[config.mk]
export PLATFORM = sky130hd
export DESIGN_NAME = store_align_buffer_flat
export DESIGN_NICKNAME = d
export VERILOG_FILES = /design/src/rtl/store_align_buffer_pkg.sv /design/src/rtl/store_align_buffer_if.sv /design/src/rtl/store_align_buffer_lane_steer.sv /design/src/rtl/store_align_buffer.sv /design/src/flat_wrapper.sv
export SDC_FILE = /design/constraint.sdc
export NUM_CORES = 1
export LEC_CHECK = 0
export CELL_PAD_IN_SITES_DETAIL_PLACEMENT = 0
export CELL_PAD_IN_SITES_GLOBAL_PLACEMENT = 2
export CORE_ASPECT_RATIO = 1.5
export CORE_MARGIN = 5
export CORE_UTILIZATION = 33
export CTS_CLUSTER_SIZE = 24
export DETAILED_ROUTE_END_ITERATION = 16
export PLACE_DENSITY_LB_ADDON = 0.05
export SETUP_SLACK_MARGIN = 0.1
export SYNTH_ARGS = -nofsm -noshare
export SYNTH_HDL_FRONTEND = slang
export SYNTH_SLANG_ARGS = --single-unit
[constraint.sdc]
create_clock -name clk -period 7.38 [get_ports clk]
set_clock_uncertainty 0.05 [all_clocks]
set_input_delay 1.845 -clock clk [delete_from_list [all_inputs] [get_ports clk]]
set_output_delay 1.845 -clock clk [all_outputs]
set_load 0.02 [all_outputs]
[src/rtl/store_align_buffer_pkg.sv]
// ---------------------------------------------------------------------------
// store_pkg: shared definitions for the store alignment buffer.
//   F3_SB / F3_SH / F3_SW : store width codes carried in funct3.
//   st_entry_t            : one queued write (word address, steered data, byte
//                           enables). The address field is 32 bits wide, so
//                           the buffer supports byte address widths up to 32.
// ---------------------------------------------------------------------------
package store_pkg;

  localparam logic [2:0] F3_SB = 3'b000;
  localparam logic [2:0] F3_SH = 3'b001;
  localparam logic [2:0] F3_SW = 3'b010;

  typedef struct packed {
    logic [31:0] addr;
    logic [31:0] wdata;
    logic [3:0]  be;
  } st_entry_t;

endpackage

[src/rtl/store_align_buffer_if.sv]
// ---------------------------------------------------------------------------
// store_align_buffer_if: request side (memory stage) and drain side (data
// memory) of the store alignment buffer, plus its status flags.
//   slave  : the view used by store_align_buffer.
//   master : the view used by whoever drives requests / acts as memory.
// ---------------------------------------------------------------------------
interface store_align_buffer_if #(
  parameter int AW = 32
);
  logic          req_valid;
  logic          req_ready;
  logic [AW-1:0] req_addr;
  logic [31:0]   req_data;
  logic [2:0]    req_funct3;
  logic          mem_valid;
  logic          mem_ready;
  logic [AW-1:0] mem_addr;
  logic [31:0]   mem_wdata;
  logic [3:0]    mem_be;
  logic          store_misaligned;
  logic          store_illegal;
  logic          buf_empty;

  modport slave (
    input  req_valid, req_addr, req_data, req_funct3, mem_ready,
    output req_ready, mem_valid, mem_addr, mem_wdata, mem_be,
           store_misaligned, store_illegal, buf_empty
  );

  modport master (
    output req_valid, req_addr, req_data, req_funct3, mem_ready,
    input  req_ready, mem_valid, mem_addr, mem_wdata, mem_be,
           store_misaligned, store_illegal, buf_empty
  );
endinterface

[src/rtl/store_align_buffer_lane_steer.sv]
// ---------------------------------------------------------------------------
// store_lane_steer: combinational byte-lane steering for SB/SH/SW.
//   funct3     in  : store width code
//   addr_lo    in  : byte offset within the word
//   data       in  : unaligned rs2 data
//   wdata      out : data replicated onto every lane it may land in
//   be         out : byte enables, bit i covers wdata[8i+7:8i]
//   misaligned out : legal width but offset not naturally aligned
//   illegal    out : funct3 is not a store width (wins over misaligned)
// ---------------------------------------------------------------------------
module store_lane_steer
  import store_pkg::*;
(
  input  logic [2:0]  funct3,
  input  logic [1:0]  addr_lo,
  input  logic [31:0] data,
  output logic [31:0] wdata,
  output logic [3:0]  be,
  output logic        misaligned,
  output logic        illegal
);

  always_comb begin
    wdata      = '0;
    be         = '0;
    misaligned = 1'b0;
    illegal    = 1'b0;
    case (funct3)
      F3_SB: begin
        wdata = {4{data[7:0]}};
        be    = 4'b0001 << addr_lo;
      end
      F3_SH: begin
        wdata      = {2{data[15:0]}};
        be         = addr_lo[1] ? 4'b1100 : 4'b0011;
        misaligned = addr_lo[0];
      end
      F3_SW: begin
        wdata      = data;
        be         = 4'b1111;
        misaligned = (addr_lo != 2'b00);
      end
      default: illegal = 1'b1;
    endcase
  end

endmodule

[src/rtl/store_align_buffer.sv]
// ---------------------------------------------------------------------------
// store_align_buffer: steers SB/SH/SW stores onto byte lanes, queues aligned
// writes in a DEPTH-entry FIFO and drains them over a valid/ready handshake.
// Misaligned / illegal stores are consumed and reported by a one-cycle flag.
//   clk, reset : clock, synchronous active-high reset
//   bus        : store_align_buffer_if.slave (request, drain, status flags)
// Optional build macro STORE_BUF_BYPASS_EN: when the FIFO is empty and the
// memory is ready, an aligned request is forwarded to the memory port in the
// same cycle without being queued. Without it, every write spends at least
// one cycle in the FIFO and req_* has no combinational path to mem_*.
// ---------------------------------------------------------------------------
module store_align_buffer
  import store_pkg::*;
#(
  parameter int DEPTH = 2,   // power of two, >= 2
  parameter int AW    = 32   // <= 32
) (
  input logic               clk,
  input logic               reset,
  store_align_buffer_if.slave bus
);

  localparam int PW = $clog2(DEPTH);
  localparam int CW = PW + 1;

  st_entry_t       fifo_mem [DEPTH];
  logic [PW-1:0]   wr_ptr_reg, rd_ptr_reg;
  logic [CW-1:0]   count_reg;
  logic            misaligned_reg, illegal_reg;

  logic [31:0]     st_wdata;
  logic [3:0]      st_be;
  logic            st_misaligned, st_illegal;
  logic            full, empty, accept, aligned_ok, bypass, enq, deq;
  st_entry_t       new_entry, head;

  store_lane_steer u_steer (
    .funct3     (bus.req_funct3),
    .addr_lo    (bus.req_addr[1:0]),
    .data       (bus.req_data),
    .wdata      (st_wdata),
    .be         (st_be),
    .misaligned (st_misaligned),
    .illegal    (st_illegal)
  );

  assign full       = (count_reg == CW'(DEPTH));
  assign empty      = (count_reg == '0);
  assign accept     = bus.req_valid && !full;
  assign aligned_ok = !st_misaligned && !st_illegal;

`ifdef STORE_BUF_BYPASS_EN
  assign bypass = accept && aligned_ok && empty && bus.mem_ready;
`else
  assign bypass = 1'b0;
`endif

  // A bypassed write never occupies a slot; dequeue only ever pops real entries.
  assign enq = accept && aligned_ok && !bypass;
  assign deq = !empty && bus.mem_ready;

  always_comb begin
    new_entry       = '0;
    new_entry.addr  = 32'({bus.req_addr[AW-1:2], 2'b00});
    new_entry.wdata = st_wdata;
    new_entry.be    = st_be;
  end

  // Storage carries no reset: emptiness is tracked by count_reg alone.
  always_ff @(posedge clk) begin
    if (enq) fifo_mem[wr_ptr_reg] <= new_entry;
  end

  always_ff @(posedge clk) begin
    if (reset) begin
      wr_ptr_reg     <= '0;
      rd_ptr_reg     <= '0;
      count_reg      <= '0;
      misaligned_reg <= 1'b0;
      illegal_reg    <= 1'b0;
    end else begin
      if (enq) wr_ptr_reg <= wr_ptr_reg + 1'b1;
      if (deq) rd_ptr_reg <= rd_ptr_reg + 1'b1;
      count_reg      <= count_reg + CW'(enq) - CW'(deq);
      illegal_reg    <= accept && st_illegal;
      misaligned_reg <= accept && st_misaligned && !st_illegal;
    end
  end

  assign head = fifo_mem[rd_ptr_reg];

  // Outputs read zero while nothing is pending, so a fresh reset shows zeros.
  always_comb begin
    bus.mem_valid = !empty;
    bus.mem_addr  = empty ? '0 : head.addr[AW-1:0];
    bus.mem_wdata = empty ? '0 : head.wdata;
    bus.mem_be    = empty ? '0 : head.be;
    if (bypass) begin
      bus.mem_valid = 1'b1;
      bus.mem_addr  = new_entry.addr[AW-1:0];
      bus.mem_wdata = new_entry.wdata;
      bus.mem_be    = new_entry.be;
    end
  end

  assign bus.req_ready        = !full;
  assign bus.buf_empty        = empty;
  assign bus.store_misaligned = misaligned_reg;
  assign bus.store_illegal    = illegal_reg;

endmodule

[src/flat_wrapper.sv]
// flat-port wrapper written by rule: the top's interface ports become plain ports
module store_align_buffer_flat import store_pkg::*;
#(
  parameter int DEPTH = 2,                        
  parameter int AW    = 32           
)
  (clk, reset, bus_req_valid, bus_req_addr, bus_req_data, bus_req_funct3, bus_mem_ready, bus_req_ready, bus_mem_valid, bus_mem_addr, bus_mem_wdata, bus_mem_be, bus_store_misaligned, bus_store_illegal, bus_buf_empty);
  store_align_buffer_if #(.AW(AW)) bus_i ();
  input logic clk;
  input logic reset;
  input wire logic [$bits(bus_i.req_valid)-1:0] bus_req_valid;
  input wire logic [$bits(bus_i.req_addr)-1:0] bus_req_addr;
  input wire logic [$bits(bus_i.req_data)-1:0] bus_req_data;
  input wire logic [$bits(bus_i.req_funct3)-1:0] bus_req_funct3;
  input wire logic [$bits(bus_i.mem_ready)-1:0] bus_mem_ready;
  output wire logic [$bits(bus_i.req_ready)-1:0] bus_req_ready;
  output wire logic [$bits(bus_i.mem_valid)-1:0] bus_mem_valid;
  output wire logic [$bits(bus_i.mem_addr)-1:0] bus_mem_addr;
  output wire logic [$bits(bus_i.mem_wdata)-1:0] bus_mem_wdata;
  output wire logic [$bits(bus_i.mem_be)-1:0] bus_mem_be;
  output wire logic [$bits(bus_i.store_misaligned)-1:0] bus_store_misaligned;
  output wire logic [$bits(bus_i.store_illegal)-1:0] bus_store_illegal;
  output wire logic [$bits(bus_i.buf_empty)-1:0] bus_buf_empty;
  assign bus_i.req_valid = bus_req_valid;
  assign bus_i.req_addr = bus_req_addr;
  assign bus_i.req_data = bus_req_data;
  assign bus_i.req_funct3 = bus_req_funct3;
  assign bus_i.mem_ready = bus_mem_ready;
  assign bus_req_ready = bus_i.req_ready;
  assign bus_mem_valid = bus_i.mem_valid;
  assign bus_mem_addr = bus_i.mem_addr;
  assign bus_mem_wdata = bus_i.mem_wdata;
  assign bus_mem_be = bus_i.mem_be;
  assign bus_store_misaligned = bus_i.store_misaligned;
  assign bus_store_illegal = bus_i.store_illegal;
  assign bus_buf_empty = bus_i.buf_empty;
  store_align_buffer #(.DEPTH(DEPTH), .AW(AW)) u_core (.clk(clk), .reset(reset), .bus(bus_i));
endmodule
Word-level counts from Yosys, hierarchy flattened
Memory sizes are Yosys's and may differ from the RTL's. A register that Yosys moved wholly into a read port is not among the register bits.
Index checks and enable logic that the tools add are counted.
W data, S select, Z words.
- flip-flop bits (word level): 6
- latch bits: 0
- bits in writable memories: 132
- memory bits (read-only): 0
- input port bits: 71
- output and inout port bits: 73
- memories: 1
- memory list (memory ; words ; width ; rd ports ; clocked after Yosys merged registers in ; write ports ; RTL line ; text):
    u_core.fifo_mem ; 2 ; 66 ; 1 ; 1 ; 1 ; store_align_buffer.sv:26 ; st_entry_t fifo_mem [DEPTH];
- add/subtract/negate cells: 4
- multipliers: 0
- div/mod/pow operators: 0
- magnitude comparators: 0
- equality and inequality tests: 3
- shifts and indexed selects: 1
- multiplexer cells: 12
- bitwise operators: 0
- reduce and logical (&&, ||, !) cells: 14
- operators by type and width (cell ; number):
    $pmux W32 S3 ; 1
    $mux W32 ; 2
    $pmux W4 S3 ; 1
    $mux W4 ; 2
    $logic_and A1 B1 Y1 ; 7
    $mux W1 ; 5
    $shl A1 B2 Y4 const A ; 1
    $eq A3 B1 Y1 const B ; 1
    $eq A3 B2 Y1 const B ; 1
    $logic_not A1 Y1 ; 3
    $logic_not A3 Y1 ; 1
    $reduce_or A3 Y1 ; 1
    $add A1 B1 Y1 const B ; 2
    $add A2 B1 Y2 ; 1
    $eq A2 B2 Y1 const B ; 1
    $logic_not A2 Y1 ; 1
    $pmux W1 S2 ; 1
    $reduce_bool A2 Y1 ; 1
    $sub A2 B1 Y2 ; 1

Depth between registers and ports, before layout
Gate-level depths: netlist of run 1.
- depth in word-level cells: 7
- mapped depth: 9

By module
Synthesis of run 1 repeated with hierarchy kept, for this count alone.
- cells, all modules: 421
- area total of the unflattened synthesis: 5938.2 µm²
- by module, submodules not included (module ; times used ; cells an instance ; area an instance (µm²)):
    store_align_buffer ; 1 ; 320 ; 5366.4
    store_lane_steer ; 1 ; 101 ; 571.8

Worst setup path before layout of run 1
Ideal clock, no wire load.
- kind: input to register
- start point: in bus_req_funct3[1]
- end point: mem u_core.fifo_mem[0][0] (netlist bit) (enable)
- data arrival time: 5.592 ns
- required time: 6.832 ns
- path slack: 1.240 ns
- stages: 6
- cells stage by stage: buf_6 -> nor2b_4 -> buf_6 -> a22oi_4 -> and4_4 -> nor2b_1
- word-level cells in the longest chain between the ends: 7
- elaborated cells on any way between the ends: 10
- classes of those cells: eq/ne (2); mux (3); reduce/logical (5)
- RTL lines (what ; RTL line ; text):
    start, declared ; flat_wrapper.sv:14 ; input wire logic [$bits(bus_i.req_funct3)-1:0] bus_req_funct3;
    $eq A3 B2 Y1 / $eq A3 B1 Y1 (equally long branches) ; store_align_buffer_lane_steer.sv:28 ; case (funct3)
    $pmux W1 S2 ; store_align_buffer_lane_steer.sv:28 ;
    $logic_not A1 Y1 ; store_align_buffer.sv:50 ; assign aligned_ok = !st_misaligned && !st_illegal;
    $logic_and A1 B1 Y1 * ; store_align_buffer.sv:50 ;
    $logic_and A1 B1 Y1 * ; store_align_buffer.sv:59 ; assign enq = accept && aligned_ok && !bypass;
    $mux W1 * ; store_align_buffer.sv:71 ; if (enq) fifo_mem[wr_ptr_reg] <= new_entry;
    $mux W1 (implied by the code) * ; store_align_buffer.sv:71 ;
    end, declared ; store_align_buffer.sv:26 ;
Every way passes the cells marked *; elsewhere a longest branch is shown, timed or not.

Worst setup path after layout of run 1
- start point: in bus_req_funct3[2]
- end point: mem u_core.fifo_mem[0][2] (netlist bit) (enable)
Same word-level chain as after synthesis.

==> impl_results.md, run 1 <==
* Flop pwr share at 0.347
* Die area at 20500 sq um
* Drt pass-1 iters at 4
* Area Growth Syn to Fin at 36.8%
* Layout net count at 622
* Fin Hold WS at around 0.48 ns
* R2R Path End: u_core.fifo_mem[0][2]
* Die width at roughly 120 um
* Synth cell types at 32
* Power per Cell Area at 341 nW/um^2
* Post-route total power at between 0.002 and 0.003 W
* Crit-path cells: clkdlybuf4s50_1 -> a21oi_2 -> and4_4 -> nor2b_4 -> buf_4
* Starting Density at 0.336
* Largest family of logic cells by synthesized area: multiplexers
* Vias/cell at 4.66
* Arr. time, crit path at 4.89 ns
* RSZ-0062 raised after global routing: false
* Vias in the first global route at 3981
* Cell taking the most area after synthesis: edfxtp_1
* Cell count after synthesis at 411
* CTS clk-pin slew, worst paths at 0.07 ns
* Clk sink count at 139
* Clock power share at 0.292
* Residual DRC count at 0
* FF-to-FF setup slack at 5.00 ns
* Via count at ~3600
* H-tree depth at 4
* Synth Warn # at 0
* IO Count at between 100 and 150
* Slew Limit Fails at 0
* DRT iter0 DRCs at 131
* GRT Util Overall at 0.134
* Synth Area in Compound Gates at 0.0356
* Sw Ratio at 0.331
* Postcts setup bufs at 0
* Post-DRT Antenna Nets at 0
* Maxcap violations at 0
* I/O Buffers at 141
* Final period util at 0.660
* CTS max path bufs at 2
* Synth top area share at 0.680
* Post-CTS Resized at 0
* Hold buffer count at cts at 0
* Worst-Margin Slew at 1.01 ns
* Critical Path Max Stage Delay at 0.93 ns
* Clk_lat worst skew at 0.41 ns
* CP Launch Type: input port
* Max reg flops at 132
* Peak supply drop at approximately 0.00047 V
* Area post-placement at 7410 sq um
* Reg area at 4110 sq um
* Synthesized flop and latch total at 139
* Critical Path RT at ~7.4 ns
* Worst R2R Start: u_core.count_reg[0]
* Syn avg cell area at approximately 14 sq um
* Grt ovf at 0
* Max Clock Freq at 205 MHz
* Worst min-delay path endpoint: u_core.rd_ptr_reg
* Status: finished clean
* Hold Fails Final Rpt at 0
* Initial antenna violation count at 0
* Synth area leaders: edfxtp_1 68%, mux2i_1 11%, nor2_1 5.2%, dfxtp_1 2.4%, a21oi_1 1.7%
* WL/cell at around 18 um
* Final instance area at 7980 sq um
* WHS Path Cells at 2
* Setup TNS Final at 0 ns
* Area of the multi-input gates at 1580 sq um
* Post-Synth XOR/XNOR Area at 0.00601
* Share of layout cells above drive strength 1 at 0.0836
* Adder-Cell Fraction of Synth Area at 0.00429
* CTS tree: done
* Simple-gate share of the synthesized area at 0.0906
* Slowest library cell on the worst path: clkdlybuf4s50_1
* Pleak at ~2.7 nW
* Setup CP Type: in2reg
* Dpl hpwl at 9370 um
* R2r worst-path depth at 5
* Antenna cells at 0
* Register area share after synthesis at 0.704
* Comb pwr share at 0.361
* Global placement routability congestion at 0.768
* Post-layout minimum cycle time at ~4.9 ns
* Hold WC Path Type: reg2reg
* Height of the die at 173 um
* Internal power at ~0.0018 W
* Total core area at 17300 sq um
* Critical Path Sink Type: flop
* CTS root buf: clkbuf_16
* Slew headroom at 0.324
* Number of fill cells at around 1600
* # setup viols final at 0
* Pin count of the biggest net entering global routing at between 60 and 70
* Hold path start: u_core.rd_ptr_reg
* Cell area after synthesis at 5830 sq um
* CP max FO at 30
* First-pass GRT wire length at 21400 um
* DRT Wirelength at approximately 14000 um
* Sw power at around 0.00090 W
* # rows at 59
* Mux cell area share after synthesis at 0.131
* CTS buffer count at 17
[power groups by stage]
stage          combinational (W)  clock (W)  sequential [W]
5_1_grt                  0.00106   0.000855        0.000949
4_1_cts                  0.00101   0.000816        0.000945
3_5_place_dp             0.00101          0        0.000962
6_report                0.000980   0.000794        0.000943
3_3_place_gp             0.00101          0        0.000960
2_1_floorplan           0.000571          0        0.000937
[metal layers]
layer	vias to the layer above	GRT usage	routed length [um]
li1	1763	-	-
met1	1713	0.153	5600
met2	119	0.236	7160
met3	15	0.0415	664
met4	0	0.0478	268
met5	-	0	0
[how the worst max path moves through the flow]
stage                 startpoint                     end  slack [ns]  cells past startpoint
2_1_floorplan  bus_req_funct3[1]   u_core.fifo_mem[0][0]        1.24                      6
3_3_place_gp   bus_req_funct3[2]   u_core.fifo_mem[0][0]        2.04                      5
3_5_place_dp   bus_req_funct3[2]  u_core.fifo_mem[0][40]        1.99                      5
4_1_cts        bus_req_funct3[2]   u_core.fifo_mem[0][2]        2.42                      5
5_1_grt        bus_req_funct3[2]   u_core.fifo_mem[0][2]        2.25                      5
6_report       bus_req_funct3[2]   u_core.fifo_mem[0][2]        2.51                      5
[synth_stat cells, drive strengths merged]
cell      n
or2       1
buf      19
dfxtp     7
clkbuf    8
and4      1
a22oi     9
and2     10
mux2i    66
mux2      9
a21oi    21
nor3      1
ha        2
nand2b    1
nor2b     4
o21ai     2
a21o      1
inv       5
edfxtp  132
xor2      2
xnor2     2
nand2    26
conb      1
nor2     80
nor4      1
[stage by stage]
stage,util,std cells,worst slack [ns]
floorplan,-,412,1.24
global route,0.460,775,2.25
finish,0.460,775,2.51
detailed placement,0.427,743,1.99
CTS,0.460,775,2.42
global placement,0.427,743,2.04
[cells in the final DEF (no fill, tap or decap), types with 6 or more instances in the layout]
cell type,synthesis,routed
nor2_1,80,80
clkbuf_16,0,17
edfxtp_1,132,132
a21oi_1,20,20
and2_1,10,9
a22oi_1,8,8
nand2_1,26,26
mux2i_1,66,66
clkdlybuf4s50_1,0,141
dfxtp_1,7,6
mux2_1,6,6
[cell families (layout without fill, tap and decap cells)]
group	after synthesis	in the layout
other cells	1	2
buf+inv	32	182
simple gates	125	125
flops	139	139
xor+xnor	4	4
fa+ha+maj	2	2
mux	75	75
compound gates	33	33
[worst max-delay path: cells and delay by family]
family | cells | cell delay (ns)
AND/OR/NAND/NOR | 2 | 1.09
buffers and inverters | 2 | 1.38
AO/OA/AOI/OAI | 1 | 0.55
[area by class of cell]
cell class / instances / share of cell area
repair buffers: 145 / 0.181
multi-input cells: 241 / 0.198
clock buffers: 17 / 0.0533
well taps: 213 / 0.0334
inverters: 5 / 0.00235
clock inverters: 15 / 0.0173
flip-flops and latches: 139 / 0.515
No activity file was read; power rests on OpenSTA's default activity.
==> run 2: changes to the inputs <==
Clock period 7.38 ns to 4.75 ns, I/O delays scaled along.
==> impl_results.md, run 2 (synthesis gave the netlist of run 1 again) <==
* Worst-Margin Slew at approximately 0.95 ns
* DRT iter0 DRCs at 187
* Slew headroom at 0.369
* CTS buffer count at 17
* Final period util at 0.804
* Critical Path RT at about 3.5 ns
* IO Count at 144
* CP max FO at 29
* Slowest library cell on the worst path: clkdlybuf4s50_1
* I/O Buffers at 141
* CTS root buf: clkbuf_16
* Max reg flops at 132
* Power per Cell Area at around 540 nW/um^2
* Worst path top cell family by delay: buffers and inverters
* Number of fill cells at roughly 1600
* Crit-path cells: or2_2 -> inv_2 -> buf_4 -> nor2_1 -> clkdlybuf4s50_1
* Pin count of the biggest net entering global routing at 67
* Initial antenna violation count at 0
* # rows at 59
* Worst R2R Start: u_core.count_reg[0]
* RSZ-0062 raised after global routing: false
* Hold WC Path Type: reg2reg
* Pleak at 2.68 nW
* Most frequent cells in the layout: 141 x clkdlybuf4s50_1, 132 x edfxtp_1, 80 x nor2_1
* Vias in the first global route at 3977
* Status: finished clean
* Antenna cells at 0
* CP Buf/Inv Count at 3
* Peak supply drop at between 0.0003 and 0.0004 V
* Grt ovf at 0
* CTS max path bufs at 2
* # setup viols final at 0
* Slew Limit Fails at 0
* Post-CTS Resized at 0
* Critical Path Sink Type: output pin
* H-tree depth at 4
* Post-DRT Antenna Nets at 0
* Arr. time, crit path at 2.58 ns
* WL/cell at 17.9 um
* Setup CP Type: reg2out
* Critical Path Max Stage Delay at about 0.55 ns
* Maxcap violations at 0
* Hold buffer count at cts at 0
* Fin Hold WS at 0.464 ns
* Finished Core Util at 0.463
* Layout net count at approximately 630
* Via count at 3662
* DRT Wirelength at 13900 um
* Postcts setup bufs at 0
* Global placement routability congestion at 0.747
* Dpl hpwl at 9370 um
* GRT Util Overall at 0.137
* CTS clk-pin slew, worst paths at 0.07 ns
* Die area at 20500 sq um
* Setup TNS Final at 0 ns
* CP Launch Type: flop
* Hold Fails Final Rpt at 0
* Clk_lat worst skew at 0.41 ns
* Max Clock Freq at between 200 and 300 MHz
* FF-to-FF setup slack at 2.70 ns
* Share of layout cells above drive strength 1 at 0.0885
* Post-layout minimum cycle time at between 3 and 4 ns
* Hold path start: u_core.rd_ptr_reg
* First-pass GRT wire length at 21900 um
* Total core area at 17300 sq um
* Starting Density at 0.336
* CTS tree: done
* Residual DRC count at 0
* Drt pass-1 iters at 5
* Height of the die at roughly 170 um
* Die width at 119 um
* Area Growth Syn to Fin at 37.7%
* Beginning of the critical path: u_core.count_reg[1]
* Clk sink count at around 140
* Vias/cell at 4.71
* Commonest non-fill, non-tap cell in the layout: clkdlybuf4s50_1
==> run 2: worst min-delay path: cells and delay by family, from the launching register on <==
family	cells	cell delay (ns)
DFF	1	0.32
and+or+nand+nor	1	0.08
xor gates and xnor gates	1	0.08
==> run 2: report_power, final <==
| part | switching, W | total, W | internal [W] |
|---|---|---|---|
| combinational | 0.000827 | 0.00152 | 0.000696 |
| clock | 0.000514 | 0.00130 | 0.000783 |
| sequential | 0.0000764 | 0.00149 | 0.00141 |
==> run 2: worst paths after layout <==
path                            end  cells past startpoint
max                bus_mem_wdata[0]                      5
min               u_core.rd_ptr_reg                      2
max reg2reg  u_core.fifo_mem[0][35]                      5
min reg2reg       u_core.rd_ptr_reg                      2
==> run 2: area by class of cell <==
class / instances / area (sq um) / share of cell area
multi-input combinational: 241 / 1580 / 0.197
clock inverter: 15 / 165 / 0.0206
timing repair buffer: 148 / 1460 / 0.182
tap: 213 / 267 / 0.0332
inverter: 5 / 18.8 / 0.00234
clock buffer: 17 / 425 / 0.0530
sequential: 139 / 4110 / 0.512
==> run 2: routing by layer <==
| layer | up-vias | part of all wire | routed length [um] | GRT usage |
|---|---|---|---|---|
| met2 | 112 | 0.52 | 7210 | 0.236 |
| met3 | 12 | 0.047 | 647 | 0.0389 |
| li1 | 1758 | - | - | - |
| met5 | - | 0 | 0 | 0 |
| met1 | 1780 | 0.42 | 5800 | 0.162 |
| met4 | 0 | 0.017 | 241 | 0.0501 |
==> run 2: per-stage QoR <==
step	instance area (sq um)	total power, W	setup slack, ns	instances
after CTS	8030	0.00438	0.869	778
after detailed placement	7440	0.00308	0.872	746
after floorplan	5840	0.00234	0.538	412
final	8030	0.00431	0.930	778
after global placement	7440	0.00307	0.883	746
after global routing	8030	0.00453	0.764	778
==> run 3: changes to the inputs <==
Clock period 4.75 ns to 3.9 ns, I/O delays scaled along.
==> impl_results.md, run 3 (synthesis gave the netlist of run 1 again) <==
* Slew Limit Fails at 0
* Vias in the first global route at 3997
* CP max FO at 42
* Met2 Use GR at 0.253
* Final period util at 0.890
* Vias/cell at 4.63
* Slowest library cell on the worst path: clkdlybuf4s50_1
* Postcts setup bufs at 0
* Dpl hpwl at between 9000 and 10000 um
* Area Growth Syn to Fin at 38.6%
* First-pass GRT wire length at about 22000 um
* Post-DRT Antenna Nets at 0
* # setup viols final at 0
* Share of layout cells above drive strength 1 at 0.0931
* Maxcap violations at 0
* Worst-Margin Slew at 0.527 ns
* CTS tree: done
* CTS root buf: clkbuf_16
* Hold WC Path Type: reg2reg
* RSZ-0062 raised after global routing: false
* Setup TNS Final at 0 ns
* WL/cell at ~18 um
* Grt met1 use at 0.157
* Height of the die at 173 um
* Max reg flops at 132
* H-tree depth at 4
* Most frequent cells in the layout: 141 x clkdlybuf4s50_1, 132 x edfxtp_1, 80 x nor2_1
* DRT Wirelength at about 14000 um
* Antenna cells at 0
* I/O Buffers at approximately 140
* Max Clock Freq at 288 MHz
* # rows at 59
* Commonest non-fill, non-tap cell in the layout: clkdlybuf4s50_1
* Via count at 3620
* Crit-path cells: or2_2 -> inv_2 -> buf_12 -> nor2_1 -> clkdlybuf4s50_1
* Die width at around 120 um
* Busiest grt layer: met2
* Initial antenna violation count at 0
* CP Launch Type: flop
* Die area at approximately 20000 sq um
* Grt ovf at 0
* Peak supply drop at 0.000428 V
* Global placement routability congestion at 0.787
* Clk sink count at about 140
* CTS max path bufs at 2
* Hold Fails Final Rpt at 0
* Pleak at between 2 and 3 nW
* GRT Util Overall at 0.140
* Slew headroom at 0.648
* Arr. time, crit path at 2.45 ns
* CTS clk-pin slew, worst paths at around 0.060 ns
* CTS buffer count at 17
* Starting Density at 0.336
* Residual DRC count at 0
* Status: finished clean
* Critical Path RT at 2.87 ns
* Placed Cells at 750
* IO Count at approximately 140
* Met3 usage at 0.0451
* WHS Path Cells at 2
* Layout net count at 629
* Total core area at 17300 sq um
* Finished Core Util at 0.466
* Drt pass-1 iters at 4
* Post-layout minimum cycle time at approximately 3.5 ns
* Finished Layout Cells at 782
* Pin count of the biggest net entering global routing at 52
* Fin Hold WS at 0.473 ns
* R2r worst-path depth at 8
* Power per Cell Area at ~640 nW/um^2
* DRT iter0 DRCs at between 150 and 200
* Setup CP Type: reg2out
* Hold buffer count at cts at 0
* Number of fill cells at 1609
* Clk_lat worst skew at between 0.4 and 0.5 ns
* Critical Path Max Stage Delay at 0.56 ns
* Post-CTS Resized at 0
* Critical Path Sink Type: output pin
[run 3: cell count changes in the layout (fill, tap and decap cells not counted), sizes merged]
cell / delta
clkinvlp: -3
clkbuf: +5
bufinv: -2
buf: +4
[run 3: power by group]
| part | total [W] | internal, W | switching [W] | leakage [nW] |
|---|---|---|---|---|
| clock | 0.00150 | 0.000899 | 0.000598 | 0.281 |
| combinational | 0.00191 | 0.000871 | 0.00104 | 1.16 |
| sequential | 0.00177 | 0.00172 | 0.0000507 | 1.27 |
[run 3: area by class of cell]
cell class              count  area [sq um]  share of cell area
clock buffers              22           487              0.0602
clock inverters            10          78.8             0.00975
inverters                   5          18.8             0.00232
multi-input cells         241          1580               0.195
flip-flops and latches    139          4110               0.508
well taps                 213           267              0.0330
repair buffers            152          1540               0.191
[run 3: path summary, 6_finish.rpt]
path,startpoint,to,slack [ns]
max reg2reg,u_core.count_reg[1],u_core.count_reg[1],2.00
min reg2reg,u_core.rd_ptr_reg,flop,0.47
min,u_core.rd_ptr_reg,flop,0.47
max,u_core.count_reg[1],bus_mem_wdata[10],0.43
[run 3: critical path: cells and delay by family, from the launching register on]
kind                   cells  cell delay (ns)
DFF                        1             0.33
buffers and inverters      3             1.23
and+or+nand+nor            2             0.43
[run 3: through the flow]
step	total power, W	setup slack (ns)	cell area (sq um)
6_report	0.00518	0.428	8080
5_1_grt	0.00546	0.279	8080
3_3_place_gp	0.00378	0.735	7520
3_5_place_dp	0.00377	0.675	7520
2_1_floorplan	0.00285	0.637	5840
4_1_cts	0.00528	0.349	8080
[run 3: layer usage]
metal	share of wire	up-vias
li1	-	1770
met5	0	-
met2	0.54	119
met3	0.058	2
met1	0.40	1729
met4	0.0042	0
